===== config.mk =====
export PLATFORM = sky130hd
export DESIGN_NAME = sd_block_buffer
export DESIGN_NICKNAME = d
export VERILOG_FILES = /design/src/rtl/sd_pkg.sv /design/src/rtl/sd_block_ram.sv /design/src/rtl/sd_block_buffer.sv
export SDC_FILE = /design/constraint.sdc
export NUM_CORES = 2
export LEC_CHECK = 0
export CORE_ASPECT_RATIO = 0.7
export CORE_MARGIN = 5
export CORE_UTILIZATION = 52
export CTS_CLUSTER_DIAMETER = 40
export CTS_CLUSTER_SIZE = 20
export DETAILED_ROUTE_END_ITERATION = 7
export HOLD_SLACK_MARGIN = 0.03
export PLACE_DENSITY = 0.69
export SLEW_MARGIN = 30
export SYNTH_ARGS = -nofsm -noshare
export SYNTH_HDL_FRONTEND = slang
export SYNTH_SLANG_ARGS = --single-unit

===== constraint.sdc =====
create_clock -name clk -period 3.3 [get_ports clk]
set_input_delay 0.495 -clock clk [delete_from_list [all_inputs] [get_ports clk]]
set_output_delay 0.495 -clock clk [all_outputs]
set_load 0.02 [all_outputs]

===== src/rtl/sd_pkg.sv =====
// Shared definitions for the SD card block buffer: CRC16 polynomial and
// byte-step function, default block size, data token, FSM state encoding.
package sd_pkg;

    localparam logic [15:0] CRC16_POLY          = 16'h1021;
    localparam int          DEFAULT_BLOCK_BYTES = 512;
    localparam logic [7:0]  DATA_TOKEN          = 8'hFE;

    typedef enum logic [2:0] {
        IDLE   = 3'd0,
        DATA   = 3'd1,
        CRC_HI = 3'd2,
        CRC_LO = 3'd3,
        DONE   = 3'd4
    } state_t;

    // Advance a CRC16-CCITT (MSB first) accumulator by one whole byte.
    function automatic logic [15:0] crc16_step(input logic [15:0] crc_in,
                                               input logic [7:0]  data);
        logic [15:0] c;
        c = crc_in ^ {data, 8'h00};
        for (int i = 0; i < 8; i++) begin
            c = c[15] ? ({c[14:0], 1'b0} ^ CRC16_POLY) : {c[14:0], 1'b0};
        end
        return c;
    endfunction

endpackage


===== src/rtl/sd_block_ram.sv =====
// Single-clock block RAM: one synchronous write port, one registered read
// port with read-before-write behaviour on address collisions.
module sd_block_ram #(
    parameter int DEPTH  = 512,
    parameter int ADDR_W = 9
) (
    input  logic              clk,
    input  logic              rst,
    input  logic              wr_en,
    input  logic [ADDR_W-1:0] wr_addr,
    input  logic [7:0]        wr_data,
    input  logic [ADDR_W-1:0] rd_addr,
    output logic [7:0]        rd_data
);

    logic [7:0] mem [DEPTH];

    // Write port.
    // NOTE: the array is deliberately not reset so it maps onto block RAM;
    // only the read register below is cleared.
    always_ff @(posedge clk) begin
        if (wr_en) begin
            mem[wr_addr] <= wr_data;
        end
    end

    // Registered read port.
    // NOTE: non-blocking assignments make a same-cycle read of the address
    // being written return the previous contents (read-before-write).
    always_ff @(posedge clk) begin
        if (rst) begin
            rd_data <= 8'h00;
        end else begin
            rd_data <= mem[rd_addr];
        end
    end

endmodule


===== src/rtl/sd_block_buffer.sv =====
// Captures one SD data block (BLOCK_BYTES data bytes plus a 16-bit CRC)
// into a RAM, checks the CRC and exposes the bytes on a registered read port.
module sd_block_buffer
    import sd_pkg::*;
#(
    parameter int BLOCK_BYTES = DEFAULT_BLOCK_BYTES,
    parameter int ADDR_W      = 9
) (
    input  logic              clk,
    input  logic              rst,
    input  logic              start,
    input  logic [7:0]        byte_in,
    input  logic              byte_valid,
    input  logic [ADDR_W-1:0] rd_addr,
    output logic [7:0]        rd_data,
    output logic              busy,
    output logic              block_ready,
    output logic              crc_ok,
    output logic [ADDR_W:0]   byte_count
);

    localparam logic [ADDR_W:0] FULL_COUNT = (ADDR_W+1)'(BLOCK_BYTES);
    localparam logic [ADDR_W:0] LAST_COUNT = (ADDR_W+1)'(BLOCK_BYTES - 1);
    localparam logic [ADDR_W:0] ONE        = (ADDR_W+1)'(1);

    state_t      state;
    logic [15:0] crc;
    logic [7:0]  crc_rx_hi;
    logic        wr_en;

    // Data bytes are written only while capturing the data phase.
    assign wr_en = (state == DATA) && byte_valid;

    sd_block_ram #(
        .DEPTH  (BLOCK_BYTES),
        .ADDR_W (ADDR_W)
    ) u_ram (
        .clk     (clk),
        .rst     (rst),
        .wr_en   (wr_en),
        .wr_addr (byte_count[ADDR_W-1:0]),
        .wr_data (byte_in),
        .rd_addr (rd_addr),
        .rd_data (rd_data)
    );

    // Block capture FSM with registered status outputs.
    always_ff @(posedge clk) begin
        if (rst) begin
            state       <= IDLE;
            busy        <= 1'b0;
            block_ready <= 1'b0;
            crc_ok      <= 1'b0;
            byte_count  <= '0;
            crc         <= 16'h0000;
            crc_rx_hi   <= 8'h00;
        end else begin
            case (state)
                IDLE, DONE: begin
                    // A byte strobe arriving with start is dropped.
                    if (start) begin
                        state       <= DATA;
                        busy        <= 1'b1;
                        block_ready <= 1'b0;
                        crc_ok      <= 1'b0;
                        byte_count  <= '0;
                        crc         <= 16'h0000;
                    end
                end
                DATA: begin
                    if (byte_valid) begin
                        crc <= crc16_step(crc, byte_in);
                        if (byte_count != FULL_COUNT) begin
                            byte_count <= byte_count + ONE;
                        end
                        if (byte_count == LAST_COUNT) begin
                            state <= CRC_HI;
                        end
                    end
                end
                CRC_HI: begin
                    if (byte_valid) begin
                        crc_rx_hi <= byte_in;
                        state     <= CRC_LO;
                    end
                end
                CRC_LO: begin
                    if (byte_valid) begin
                        state       <= DONE;
                        busy        <= 1'b0;
                        block_ready <= 1'b1;
                        crc_ok      <= ({crc_rx_hi, byte_in} == crc);
                    end
                end
                default: begin
                    state <= IDLE;
                    busy  <= 1'b0;
                end
            endcase
        end
    end

endmodule


== Yosys cells after proc, flatten, opt, wreduce, memory -nomap -nowiden ==
Memory sizes are Yosys's and may differ from the RTL's. A register that Yosys moved wholly into a read port is not among the register bits.
Cells that the tools add are included.

* Bitwise operators: 10
* Mux-type cells: 31
* Equal/unequal tests: 13
* Add/subtract/negate cells: 1
* Reduce and logical (&&, ||, !) cells: 12

{| class="wikitable"
|+ Operators by type and width
! cell !! count
|-
| two-way mux 13 bit || 8
|-
| two-way mux 16 bit || 2
|-
| one-hot mux 16 bit (2 select lines) || 1
|-
| two-way mux 10 bit || 3
|-
| inverter 3 bit || 8
|-
| one-hot mux 10 bit (2 select lines) || 1
|-
| equality test 16 bit || 1
|-
| XOR 16 bit || 1
|-
| two-way mux 3 bit || 5
|-
| one-hot mux 3 bit (4 select lines) || 1
|-
| adder 10 x 1 -> 10 bit, second input constant || 1
|-
| equality test 10 x 9 -> 1 bit, second input constant || 1
|-
| inequality test 10 bit, second input constant || 1
|-
| AND reduction 3 bit || 3
|-
| inequality test 2 bit, second input constant || 4
|-
| two-way mux 1 bit || 7
|-
| equality test 3 x 2 -> 1 bit, second input constant || 2
|-
| AND reduction 5 bit || 1
|-
| inequality test 2 x 1 -> 1 bit, second input constant || 2
|-
| one-hot mux 1 bit (2 select lines) || 2
|-
| AND reduction 4 bit || 1
|-
| nonzero test 2 bit || 2
|-
| OR reduction 2 bit || 2
|-
| equality test 3 x 1 -> 1 bit, second input constant || 1
|-
| 6 further kinds || 6
|}

* Output and inout port bits: 21
* Bits of input ports: 21
* Register bits after elaboration: 40
* Memory bits (writable): 4096
* Logic and storage cells: 75
* Memories kept: 1

{| class="wikitable"
|+ Memories
! memory !! depth !! width !! rd ports !! clocked after memory_dff !! write ports !! RTL line !! RTL
|-
| u_ram.mem || 512 || 8 || 1 || 1 || 1 || sd_block_ram.sv:16 || <nowiki>logic [7:0] mem [DEPTH];</nowiki>
|}

== Logic depth before layout (Yosys ltp) ==
* Depth after elaboration: 19
* Gate-level depth with buffers: 14
* Depth with buffers taken out: 8

== By module ==
From an unflattened synthesis, not the netlist that was laid out.

* Cells, all modules: 7911
* Area total of the unflattened synthesis: 162686.0 um2

{| class="wikitable"
|+ Modules (own cells, without submodules)
! module !! cells an instance !! times used !! area an instance (um2)
|-
| sd_block_ram || 7689 || 1 || 160544.0
|-
| sd_block_buffer || 222 || 1 || 2142.1
|}

== Worst setup path before layout ==
No wires, ideal clock.

* Path kind: reg2reg
* Start point: reg state[0]
* End point: mem u_ram.mem[129][0], enable pin
* Clock period less this slack: 2.730 ns
* Setup time: 0.370 ns
* Data arrival time: 2.360 ns
* Slack: 0.570 ns
* Stages on the path, launching flop included: 9
* Path through: dfxtp_1 -> clkbuf_1 -> nor3b_2 -> and2_0 -> clkbuf_1 -> clkbuf_1 -> nand3_1 -> clkbuf_1 -> nor2_1

* Cells in the longest elaborated chain, start to end: 4

{| class="wikitable"
|+ Ends and longest elaborated chain
! item !! RTL line !! RTL
|-
| start, declared || sd_block_buffer.sv:26 || <nowiki>state_t state;</nowiki>
|-
| start signal, assigned || sd_block_buffer.sv:50 || <nowiki>state <= IDLE;</nowiki>
|-
| start signal, assigned || sd_block_buffer.sv:62 || <nowiki>state <= DATA;</nowiki>
|-
| start signal, assigned || sd_block_buffer.sv:77 || <nowiki>state <= CRC_HI;</nowiki>
|-
| equality test 3 x 1 -> 1 bit || sd_block_buffer.sv:32 || <nowiki>assign wr_en = (state == DATA) && byte_valid;</nowiki>
|-
| logical AND 1 bit || sd_block_buffer.sv:32 ||
|-
| two-way mux 1 bit || sd_block_ram.sv:22 || <nowiki>if (wr_en) begin</nowiki>
|-
| two-way mux 1 bit (implied by the code) || sd_block_ram.sv:23 || <nowiki>mem[wr_addr] <= wr_data;</nowiki>
|-
| end, declared || sd_block_ram.sv:16 ||
|}

No other way between the ends.

==> impl_metrics.tcl <==
set metrics [dict create \
    viasPerCell 6.47 \
    drt_wl_total_um 455000 \
    place_area_um2 178000 \
    cts_tree "built" \
    ys_ff_latch 4144 \
    async_reset_ff_frac 0 \
    cts_buffers 404 \
    ys_top_cells_by_count "edfxtp_1 (4096), mux4_2 (782), nor2_1 (619)" \
    leakagePower_uw 0.0637 \
    regToRegSetupSlack_ns 0.07 \
    startpoint_type "register" \
    pwr_density_cell_nw_per_um2 589 \
    ant_nets 0 \
    syn_to_final_growth_pct 18.9 \
    tightest_slew_ns 1.13 \
    critPathCapture "u_ram.rd_data[7]$_SDFF_PP0_" \
    rows 171 \
    clock_path_buffers 4 \
    rr_endpoint "u_ram.rd_data[7]$_SDFF_PP0_" \
    dieArea_um2 322000 \
    post_cts_buffers 0 \
    crit_required_ns 4.07 \
    grt_max_degree 207 \
    die_y_um 477 \
    p_comb_frac 0.056 \
    grt_pass1_vias 88200 \
    fin_area_um2 192000 \
    synth_flop_cell "edfxtp_1" \
    dr_wl_met3_um 67500 \
    cts_root_buf "clkbuf_16" \
    worst-setup-path-type "register to register" \
    cap_violations 0 \
    die_w_um 677 \
    core_area_um2 310000 \
    hold_violations 0 \
    reg2reg_from "u_ram.mem[263][7]$_DFFE_PP_" \
    clock_skew_ns 0.0584 \
    hpwlAfterDp_um 296000 \
    netlist_instances 8046 \
    mappedNetlistArea_um2 162000 \
    io_buffer_count 41 \
    drt-initial-drc-count 14000 \
    p_int_uw 86900 \
    startpoint "u_ram.mem[263][7]$_DFFE_PP_" \
    clkTransAtPathRegs_ns 0.08 \
    outcome "completed" \
    period_minus_slack_ns 3.23 \
    synth_nets 8071 \
    clk_latency_ns 0.95 \
    fin_tns_setup_ns 0 \
    fmaxAchievable_mhz 309 \
    htree_levels 5 \
    worstSetupEndpointType "register" \
    p_sw_frac 0.232 \
    pwr-share-clk 0.433 \
    ir_drop_mv 0.789 \
    yosys_warnings 0 \
    grt_first_pass_wirelength_um 649000 \
    antenna_found_initial 22 \
    layout.nets 9480 \
    setup_viol 0 \
    synth_area_leaders "edfxtp_1 (76%), mux4_2 (11%), mux2i_1 (3.3%)" \
    wl_met1_um 177000 \
    io_pins 42 \
    highest_layer "met5" \
    initial_core_util 0.522 \
    synth.most_common_cell "edfxtp_1" \
    dr.pass1.iters 6 \
    wl_met2_um 195000 \
    wl_per_cell_um 32.6 \
    path_max_fanout 2 \
    power.switching_uw 26300 \
    ys_seq_area_frac 0.767 \
    slew_violations 0 \
    r2r_cells 9 \
    synth.avg_cell_area_um2 20.1 \
    drc 0 \
    clock_sinks 4144 \
    hold_path.class "input port to register" \
    synth_top_cell_area_share 0.761 \
    power_frac_seq 0.511 \
    layout-drive-gt1-share 0.313 \
    synth_cell_type_count 81 \
    holdWs_ns 0.0894 \
    synth_edf_count 4096 \
    yosysTopAreaCell "edfxtp_1" \
    fin_crit_sh 0.980 \
    overflow 0 \
    slew_headroom 0.247 \
    vias 90400 \
    globalplace.congestion 0.909 \
    arrival_ns 4.01 \
    rsz0062_at_grt "no" \
    grt_use_total 0.279 \
]
## repair_timing
action / in CTS / in global routing
hold endpoints to repair: 72 / 0
endpoints found under the setup margin: 0 / 2
hold buffers: 6 / 0
resized for setup: 0 / 3
## layout make-up
cell class | instances | area, um^2
sequential | 4144 | 124000
fill | 21000 | 118000
multi-input combinational | 3387 | 35000
timing repair buffer | 1509 | 13700
clock buffer | 427 | 10300
tap | 4152 | 5190
clock inverter | 319 | 3960
antenna | 19 | 47.5
inverter | 9 | 37.5
## state kept, by name, summed over array words and instances (netlist names)
signal         count
u_ram.rd_data      8
crc_ok             1
state              3
crc               16
crc_rx_hi          8
busy               1
block_ready        1
u_ram.mem       4096
byte_count        10
## critical path: stages (launching register included)
cell,delay [ns]
edfxtp_1,0.40
mux4_2,0.47
a22o_1,0.27
a21oi_2,0.14
nand4_1,0.58
buf_4,0.37
o221a_2,0.27
buf_4,0.17
nand4_1,0.23
o221ai_1,0.18
## kinds of logic (layout without fill, tap and decap cells)
kind of cell               after synthesis  in the layout  synth area share
adders and majority gates                4              4          0.000310
buffers and inverters                  515           2264            0.0188
and+or+nand+nor                       1172           1172            0.0322
muxes                                 1335           1335             0.143
xor gates and xnor gates                49             49           0.00265
AOI/OAI and AO/OA                      827            827            0.0362
other                                    0             19                 0
DFF                                   4144           4144             0.767
## metrics by stage
| step | power (uW) | util | cells | setup WS, ns |
|---|---|---|---|---|
| 2_1_floorplan | 61800 | - | 8046 | 0.570 |
| 3_3_place_gp | 65100 | 0.574 | 13200 | -0.919 |
| 3_5_place_dp | 65200 | 0.574 | 13200 | -0.624 |
| 4_1_cts | 114000 | 0.620 | 13900 | 0.0857 |
| 5_1_grt | 116000 | 0.620 | 14000 | 0.0158 |
| 6_report | 113000 | 0.620 | 14000 | 0.0667 |
## worst min path at each step
stage	endpoint	cells after the start	from	slack (ns)
after floorplan	crc[2]$_SDFFE_PP0P_	2	crc[2]$_SDFFE_PP0P_	0.47
after global placement	block_ready$_SDFFE_PP0P_	2	block_ready$_SDFFE_PP0P_	0.45
after detailed placement	block_ready$_SDFFE_PP0P_	2	block_ready$_SDFFE_PP0P_	0.45
after CTS	u_ram.mem[354][1]$_DFFE_PP_	1	byte_in[1]	0.03
after global routing	u_ram.mem[354][1]$_DFFE_PP_	1	byte_in[1]	0.05
final	u_ram.mem[354][1]$_DFFE_PP_	1	byte_in[1]	0.09
## cells in the final DEF (no fill, tap or decap), drive strengths merged, types with 30 or more instances in the layout
| cell | netlist | routed |
|---|---|---|
| bufinv | 0 | 36 |
| mux2i | 538 | 538 |
| a211oi | 61 | 61 |
| clkinv | 0 | 100 |
| o21ai | 63 | 63 |
| nand4 | 38 | 38 |
| a21oi | 158 | 158 |
| nor2 | 619 | 619 |
| nor3 | 64 | 64 |
| o221ai | 105 | 105 |
| o22ai | 87 | 87 |
| nand2 | 196 | 196 |
| buf | 285 | 1478 |
| a22oi | 165 | 165 |
| xor2 | 31 | 31 |
| a221oi | 30 | 30 |
| edfxtp | 4096 | 4096 |
| clkbuf | 221 | 428 |
| inv | 9 | 167 |
| mux4 | 782 | 782 |
| a31oi | 37 | 37 |
| nand3 | 100 | 100 |
| dfxtp | 48 | 48 |
## power by group through the flow
stage	clock, uW	sequential, uW	combinational [uW]
global placement	0	59100	6080
finish	49000	57900	6310
CTS	49500	57900	6220
floorplan	0	59000	2800
global route	51900	57900	6570
detailed placement	0	59100	6180
## layer usage
metal | global-route usage | vias to the layer above
li1 | - | 36200
met1 | 0.417 | 46900
met2 | 0.388 | 6444
met3 | 0.0952 | 819
met4 | 0.0893 | 16
met5 | 0 | -
(Power assumes the default switching activity.)
